[config.mk]
export PLATFORM = sky130hd
export DESIGN_NAME = trdb_branch_map
export DESIGN_NICKNAME = d
export VERILOG_FILES = /design/src/rtl/trdb_branch_map.sv
export SDC_FILE = /design/constraint.sdc
export NUM_CORES = 1
export LEC_CHECK = 0
export ABC_AREA = 1
export BUFFER_PORTS_ARGS = -buffer_cell sky130_fd_sc_hd__buf_2
export CORE_ASPECT_RATIO = 0.5
export CORE_MARGIN = 1.5
export CORE_UTILIZATION = 30
export DETAILED_ROUTE_END_ITERATION = 10
export PLACE_DENSITY = 0.51
export SYNTH_ARGS = -nofsm -noshare
export SYNTH_HDL_FRONTEND = slang
export SYNTH_SLANG_ARGS = --single-unit
[constraint.sdc]
create_clock -name clk_i -period 5.5 [get_ports clk_i]
set_input_delay 0.55 -clock clk_i [delete_from_list [all_inputs] [get_ports clk_i]]
set_output_delay 0.55 -clock clk_i [all_outputs]
set_load 0.005 [all_outputs]
[src/rtl/trdb_branch_map.sv]
// trdb_branch_map: accumulates conditional-branch outcomes into a bit map for
// the trace packet emitter.
//   clk_i, rst_ni            clock, asynchronous active-low reset
//   valid_i, is_branch_i     retire strobe and conditional-branch qualifier
//   is_branch_taken_i        branch outcome (stored as 1 = not taken, 0 = taken)
//   flush_i                  emitter consumed the map; clear it
//   map_o, branches_o        registered map contents and entry count
//   full_o, empty_o          count == NBRANCHES / count == 0 (from registered count)
//   overflow_o               one-cycle pulse when a branch is dropped while full
module trdb_branch_map #(
  parameter int unsigned NBRANCHES = 31,
  parameter int unsigned CNTLEN    = 5
) (
  input  logic                 clk_i,
  input  logic                 rst_ni,
  input  logic                 valid_i,
  input  logic                 is_branch_i,
  input  logic                 is_branch_taken_i,
  input  logic                 flush_i,
  output logic [NBRANCHES-1:0] map_o,
  output logic [CNTLEN-1:0]    branches_o,
  output logic                 full_o,
  output logic                 empty_o,
  output logic                 overflow_o
);

  localparam logic [CNTLEN-1:0] FullCnt = CNTLEN'(NBRANCHES);

  logic [NBRANCHES-1:0] map_q, map_d;
  logic [CNTLEN-1:0]    cnt_q, cnt_d;
  logic                 ovf_q, ovf_d;

  logic branch_ev;
  logic nt_bit;
  logic full;

  assign branch_ev = valid_i & is_branch_i;
  assign nt_bit    = ~is_branch_taken_i;
  assign full      = (cnt_q == FullCnt);

  // Next-state: flush wins over append, but a branch arriving with the flush
  // becomes entry 0 of the fresh map so it is never lost.
  always_comb begin
    map_d = map_q;
    cnt_d = cnt_q;
    ovf_d = 1'b0;
    if (flush_i) begin
      map_d = '0;
      cnt_d = '0;
      if (branch_ev) begin
        map_d[0] = nt_bit;
        cnt_d    = CNTLEN'(1);
      end
    end else if (branch_ev) begin
      if (full) begin
        ovf_d = 1'b1;
      end else begin
        for (int unsigned i = 0; i < NBRANCHES; i++) begin
          if (cnt_q == CNTLEN'(i)) map_d[i] = nt_bit;
        end
        cnt_d = cnt_q + CNTLEN'(1);
      end
    end
  end

  // State registers.
  always_ff @(posedge clk_i or negedge rst_ni) begin
    if (!rst_ni) begin
      map_q <= '0;
      cnt_q <= '0;
      ovf_q <= 1'b0;
    end else begin
      map_q <= map_d;
      cnt_q <= cnt_d;
      ovf_q <= ovf_d;
    end
  end

  assign map_o      = map_q;
  assign branches_o = cnt_q;
  assign overflow_o = ovf_q;
  assign full_o     = full;
  assign empty_o    = (cnt_q == '0);

endmodule

==> flow_metrics.env, run 1 <==
export IMPL_status="finished clean"
export IMPL_row_count=21
export IMPL_grt_use_total_pct=15.74
export IMPL_wl_per_cell_um=13.14
export IMPL_avgViaCountPerCell=4.793
export IMPL_cp_num_cells=9
export IMPL_cts_sinks=37
export IMPL_cp_end_kind="flop"
export IMPL_io_buffers=44
export IMPL_crit_top_cell="nand2_1"
export IMPL_antenna_left=0
export IMPL_grt_pass1_vias=2086
export IMPL_ys_top_cells_by_area="dfrtp_1, nand2_1, nand3_1, inv_1, nor2_1"
export IMPL_chipWidth_um=124.7
export IMPL_cp_arrival_ns=2.73
export IMPL_grt_max_degree=39
export IMPL_h_tree_depth=2
export IMPL_area_delta_synth_final_pct=16.68
export IMPL_io_pins=45
export IMPL_syn_num_nets=333
export IMPL_drc=0
export IMPL_placed_cells=438
export IMPL_critPathTopFamily="simple AND/OR/NAND/NOR gates"
export IMPL_setup_slack_ns=2.981
export IMPL_finalSetupTns_ns=0
export IMPL_fillers=727
export IMPL_yosysWarnings=0
export IMPL_endpoint="map_o[4]$_DFFE_PN0P_"
export IMPL_worstSetupPathType="flop to flop"
export IMPL_p_total_mw=0.6228
export IMPL_dr_pass1_iters=5
export IMPL_routed_wl_um=5849
export IMPL_clock_latency_ns=0.28
export IMPL_final_common_cell="nand2_1"
export IMPL_utilization_pct=37.50
export IMPL_holdWs_ns=0.3900
export IMPL_place_area_um2=2449
export IMPL_start_util_pct=32.14
export IMPL_ys_ff_latch=37
export IMPL_final_area_um2=2591
export IMPL_numCtsBuffers=5
export IMPL_ir_worst_vdd_v=0.0001233
export IMPL_seq_area_frac_synth_pct=41.69
export IMPL_drt_iter0_drc=134
export IMPL_drive_gt1_share_pct=15.86
export IMPL_clock_skew_ns=0.004337
export IMPL_grt_first_pass_wirelength_um=10160
export IMPL_final_nets=365
export IMPL_cp_slowest_stage_delay_ns=0.67
export IMPL_r2r_slack_ns=2.98
export IMPL_critPathBufInv=1
export IMPL_synth_area_per_cell_um2=6.919
export IMPL_cts_root_buffer_cell="clkbuf_16"
export IMPL_synth_area_um2=2221
export IMPL_worstReg2RegStart="branches_o[2]$_DFFE_PN0P_"
export IMPL_crit_chain="nand2_1 -> nor2_1 -> ha_1 -> nand2_1 -> nand2_2 -> nor2_2 -> nand3_1 -> nand2_1 -> inv_1"
export IMPL_worst_slew_pin_slew_ns=0.8791
export IMPL_diodes=0
export IMPL_yosysTopAreaCellShare_pct=41.69
export IMPL_rr_worst_depth=9
export IMPL_finalHoldViolations=0
export IMPL_worst_path_max_fanout=35
export IMPL_yosysUniqueCellTypes=22
export IMPL_min_period_ns=2.519
export IMPL_cts_hold_buffers=0
export IMPL_die_area_um2=7960
export IMPL_cp_data_required_time_ns=5.71
export IMPL_grt_overflow_total=0
export IMPL_fmax_ghz=0.3970
export IMPL_maxSlewHeadroom_pct=41.33
export IMPL_worstReg2RegEnd="map_o[4]$_DFFE_PN0P_"
export IMPL_post_cts_resized=0
export IMPL_fin_crit_sh_pct=45.80
export IMPL_powerDensity_nw_per_um2=240.3
export IMPL_leakagePower_nw=1.480
export IMPL_clockBufferDepth=2
export IMPL_min_path_type="input port to asynchronous set/reset pin"
export IMPL_grt_antenna_before_repair=0
export IMPL_maxCapViolations=0
export IMPL_dp_slack_ns=3.009
export IMPL_path_clk_slew_ns=0.06
export IMPL_critPathLaunchType="flop"
export IMPL_final_cells=445
export IMPL_syn_inst=321
export IMPL_num_vias=2133
export IMPL_cp_slowest_cell="dfrtp_1"
export IMPL_core_um2=6910
export IMPL_hpwl_um=4009
export IMPL_gp_congestion=0.8934
export IMPL_cts_tree="yes"
export IMPL_die_h_um=63.84
export IMPL_drv_slew=0
export IMPL_post_cts_buffers=0
export IMPL_setup_viol=0
export IMPL_yosysTopAreaCell="dfrtp_1"
export IMPL_cp_startpoint="branches_o[2]$_DFFE_PN0P_"
export IMPL_rsz0062_at_grt="no"
export IMPL_layout_common_cells="nand2_1, buf_2, nand3_1"
==> worst register-to-register path: stages (launching register included) <==
cell	delay, ns
dfrtp_1	0.67
nand2_1	0.23
nor2_1	0.21
ha_1	0.27
nand2_1	0.11
nand2_2	0.53
nor2_2	0.18
nand3_1	0.12
nand2_1	0.08
inv_1	0.06
==> cell families (layout without fill, tap and decap cells) <==
| group | count (synthesis) | in the layout | synth area share, % |
|---|---|---|---|
| compound gates | 27 | 27 | 6.761 |
| xor+xnor | 1 | 1 | 0.3944 |
| fa+ha+maj | 6 | 6 | 3.380 |
| buf+inv | 62 | 94 | 12.11 |
| flops | 37 | 37 | 41.69 |
| simple gates | 188 | 188 | 35.66 |
==> metal layers <==
| metal | up-vias | global-route usage (%) | share of wire, % |
|---|---|---|---|
| li1 | 1068 | - | - |
| met1 | 1006 | 20.86 | 49 |
| met2 | 55 | 25.62 | 43 |
| met3 | 4 | 4.355 | 6.7 |
| met4 | 0 | 3.879 | 0.77 |
| met5 | - | 0 | 0 |
==> worst min-delay path by stage <==
stage	startpoint	to	cells after the start
2_1_floorplan	rst_ni	branches_o[0]$_DFFE_PN0P_	0
3_3_place_gp	map_o[0]$_DFFE_PN0P_	map_o[0]$_DFFE_PN0P_	2
3_5_place_dp	map_o[0]$_DFFE_PN0P_	map_o[0]$_DFFE_PN0P_	2
4_1_cts	rst_ni	map_o[15]$_DFFE_PN0P_	1
5_1_grt	rst_ni	map_o[15]$_DFFE_PN0P_	1
6_report	rst_ni	map_o[15]$_DFFE_PN0P_	1
==> registers in the layout (all words and copies together), names as in the netlist <==
signal and flops:
overflow_o 1, map_o 31, branches_o 5
==> Yosys cell counts (all sizes together) <==
library cell / instances
nor2: 32
o22ai: 1
xor2: 1
clkbuf: 4
nand3: 43
nand4: 9
clkinv: 1
nand2: 104
o21ai: 22
a21oi: 3
o21bai: 1
buf: 15
ha: 6
inv: 42
dfrtp: 37
==> power by group <==
group / switching, mW / internal (mW) / leakage (nW)
clock: 0.109 / 0.178 / 0.0700
sequential: 0.00387 / 0.276 / 0.514
combinational: 0.0421 / 0.0143 / 0.897
total: 0.154 / 0.468 / 1.48
==> area by class of cell <==
| cell class | instances | area (µm²) | area share [%] |
|---|---|---|---|
| inverters | 43 | 161.4 | 6.229 |
| multi-input cells | 222 | 1026 | 39.59 |
| flip-flops and latches | 37 | 925.9 | 35.73 |
| clock buffers | 7 | 142.6 | 5.505 |
| repair buffers | 44 | 220.2 | 8.498 |
| well taps | 92 | 115.1 | 4.442 |
(Power assumes the default switching activity.)
==> inputs of run 2 (changes only) <==
--- a/config.mk
+++ b/config.mk
@@ -5,7 +5,7 @@
 export SDC_FILE = /design/constraint.sdc
 export NUM_CORES = 1
 export LEC_CHECK = 0
-export ABC_AREA = 1
+export ABC_AREA = 0
 export BUFFER_PORTS_ARGS = -buffer_cell sky130_fd_sc_hd__buf_2
 export CORE_ASPECT_RATIO = 0.5
 export CORE_MARGIN = 1.5
==> constraint.sdc (replaced) <==
create_clock -name clk_i -period 2.55 [get_ports clk_i]
set_input_delay 0.255 -clock clk_i [delete_from_list [all_inputs] [get_ports clk_i]]
set_output_delay 0.255 -clock clk_i [all_outputs]
set_load 0.005 [all_outputs]
==> flow_metrics.env, run 2 <==
export IMPL_crit_chain="ha_1 -> inv_1 -> nor2_1 -> ha_1 -> nor2b_2 -> buf_4 -> nor2_1 -> a211oi_1"
export IMPL_cp_end_kind="flop"
export IMPL_post_cts_buffers=0
export IMPL_drc=0
export IMPL_synth_most_common_cell="dfrtp_1"
export IMPL_routed_wl_um=5414
export IMPL_critPathTopFamily="simple AND/OR/NAND/NOR gates"
export IMPL_gp_congestion=0.7731
export IMPL_fmax_ghz=0.4475
export IMPL_async_flop_share_pct=100.0
export IMPL_clockBufferDepth=2
export IMPL_ys_flop_type="dfrtp_1"
export IMPL_synth_area_per_cell_um2=10.32
export IMPL_critPathBufInv=2
export IMPL_layout_common_cells="buf_2, dfrtp_1, nand2b_1"
export IMPL_yosysTopAreaCellShare_pct=43.33
export IMPL_grt_pass1_vias=1729
export IMPL_syn_num_nets=219
export IMPL_cp_slowest_stage_delay_ns=0.44
export IMPL_io_buffers=44
export IMPL_synth_area_um2=2137
export IMPL_cp_slowest_cell="dfrtp_1"
export IMPL_dr_pass1_iters=4
export IMPL_place_area_um2=2425
export IMPL_grt_first_pass_wirelength_um=9128
export IMPL_largest_reg_flops=31
export IMPL_path_clk_slew_ns=0.05
export IMPL_post_cts_resized=0
export IMPL_cts_sinks=37
export IMPL_start_util_pct=31.52
export IMPL_worst_path_max_fanout=11
export IMPL_clock_skew_ns=0.007258
export IMPL_num_vias=1744
export IMPL_rsz0062_at_grt="no"
export IMPL_drive_gt1_share_pct=25.61
export IMPL_final_common_cell="buf_2"
export IMPL_cts_root_buffer_cell="clkbuf_16"
export IMPL_drt_iter0_drc=128
export IMPL_syn_inst=207
export IMPL_h_tree_depth=2
export IMPL_maxSlewHeadroom_pct=42.00
export IMPL_yosysWarnings=0
export IMPL_drv_slew=0
export IMPL_diodes=0
export IMPL_numCtsBuffers=5
export IMPL_grt_max_degree=38
export IMPL_yosysTopAreaCell="dfrtp_1"
export IMPL_ir_worst_vdd_v=0.0002263
export IMPL_status="finished clean"
export IMPL_seq_area_frac_synth_pct=43.33
export IMPL_worstSetupPathType="flop to flop"
export IMPL_leakagePower_nw=1.224
export IMPL_io_pins=45
export IMPL_grt_use_total_pct=15.40
export IMPL_die_h_um=62.68
export IMPL_chipWidth_um=122.4
export IMPL_cts_tree="yes"
export IMPL_hpwl_um=3679
export IMPL_fin_crit_sh_pct=87.63
export IMPL_wl_per_cell_um=16.02
export IMPL_min_path_type="input port to asynchronous set/reset pin"
export IMPL_ys_ff_latch=37
export IMPL_core_um2=6779
export IMPL_cp_data_required_time_ns=2.73
export IMPL_finalSetupTns_ns=0
export IMPL_holdWs_ns=0.07667
export IMPL_cp_arrival_ns=2.42
export IMPL_cts_hold_buffers=0
export IMPL_final_nets=257
export IMPL_antenna_left=0
export IMPL_finalHoldViolations=0
export IMPL_row_count=21
export IMPL_ys_top_cells_by_area="dfrtp_1, mux2i_1, nand2b_1, nand4b_1, o31ai_1"
export IMPL_avgViaCountPerCell=5.160
export IMPL_worst_slew_pin_slew_ns=0.8700
export IMPL_clock_latency_ns=0.29
export IMPL_grt_overflow_total=0
export IMPL_synth_edf_count=0
export IMPL_min_period_ns=2.235
export IMPL_critPathLaunchType="flop"
export IMPL_die_area_um2=7670
export IMPL_area_delta_synth_final_pct=21.31
export IMPL_setup_viol=0
export IMPL_grt_antenna_before_repair=0
export IMPL_yosysUniqueCellTypes=36
export IMPL_maxCapViolations=0
export IMPL_synthTopCellsByCount="dfrtp_1, nand2b_1, mux2i_1, a21oi_1"
export IMPL_powerDensity_nw_per_um2=556.5
export IMPL_final_area_um2=2592
export IMPL_p_total_mw=1.443
[run 2: changes by cell type after synthesis, sizes merged, moves of 4 or more]
cell / delta
o31ai: +11
nor4b: +5
inv: -36
mux2i: +21
nand2: -102
and2: +5
a21oi: +10
nand2b: +25
nand3: -40
o21ai: -21
clkbuf: +4
nor2: -28
or4: +11
nand4b: +10
[run 2: layout make-up]
| class | count | area [µm²] |
|---|---|---|
| clock buffer | 6 | 128.9 |
| inverter | 6 | 22.52 |
| multi-input combinational | 143 | 1081 |
| timing repair buffer | 52 | 280.3 |
| tap | 92 | 115.1 |
| fill | 719 | 4187 |
| sequential | 37 | 925.9 |
| clock inverter | 2 | 38.79 |
[run 2: worst paths after layout]
path                                      startpoint                        end  slack, ns  cells after the start
max                        branches_o[1]$_DFFE_PN0P_  branches_o[4]$_DFFE_PN0P_       0.32                      8
min                                           rst_ni      map_o[20]$_DFFE_PN0P_       0.08                      1
max reg2reg                branches_o[1]$_DFFE_PN0P_  branches_o[4]$_DFFE_PN0P_       0.32                      8
min reg2reg                    map_o[25]$_DFFE_PN0P_      map_o[25]$_DFFE_PN0P_       0.53                      2
max in group asynchronous                     rst_ni      map_o[26]$_DFFE_PN0P_       1.91                      1
min in group clk_i                           flush_i  branches_o[3]$_DFFE_PN0P_       0.35                      2
[run 2: worst register-to-register path: cells and delay by family, from the launching register on]
kind / cells / cell delay, ns
DFF: 1 / 0.44
buffers and inverters: 2 / 0.32
AOI/OAI and AO/OA: 1 / 0.26
adders and majority gates: 2 / 0.49
and+or+nand+nor: 3 / 0.63
[run 2: through the flow]
stage	cells	utilization, %	worst slack (ns)
finish	338	38.24	0.3154
global route	338	38.24	0.1074
CTS	338	38.24	0.3337
detailed placement	330	35.77	0.3481
global placement	330	35.77	0.4496
floorplan	207	-	0.5656
[run 2: cells by family after synthesis]
group | after synthesis | share of synthesized area (%)
buffers and inverters | 27 | 6.089
adder cells (fa/ha/maj) | 6 | 3.513
AND/OR/NAND/NOR | 87 | 28.51
XOR/XNOR | 1 | 0.4099
multiplexers | 21 | 9.836
AO/OA/AOI/OAI | 28 | 8.314
flip-flops | 37 | 43.33
[run 2: where the power goes]
| group | switching [mW] | internal [mW] | leakage (nW) |
|---|---|---|---|
| clock | 0.254 | 0.464 | 0.0810 |
| combinational | 0.0807 | 0.0439 | 0.629 |
| sequential | 0.00692 | 0.594 | 0.514 |
| total | 0.341 | 1.10 | 1.22 |
[run 2: layer usage]
| layer | part of all wire, % | GRT usage, % | vias to the layer above | wire length, µm |
|---|---|---|---|---|
| li1 | - | - | 829 | - |
| met1 | 50 | 21.74 | 883 | 2722 |
| met2 | 46 | 23.53 | 26 | 2468 |
| met3 | 3.3 | 3.832 | 6 | 178 |
| met4 | 0.85 | 3.924 | 0 | 46 |
| met5 | 0 | 0 | - | 0 |
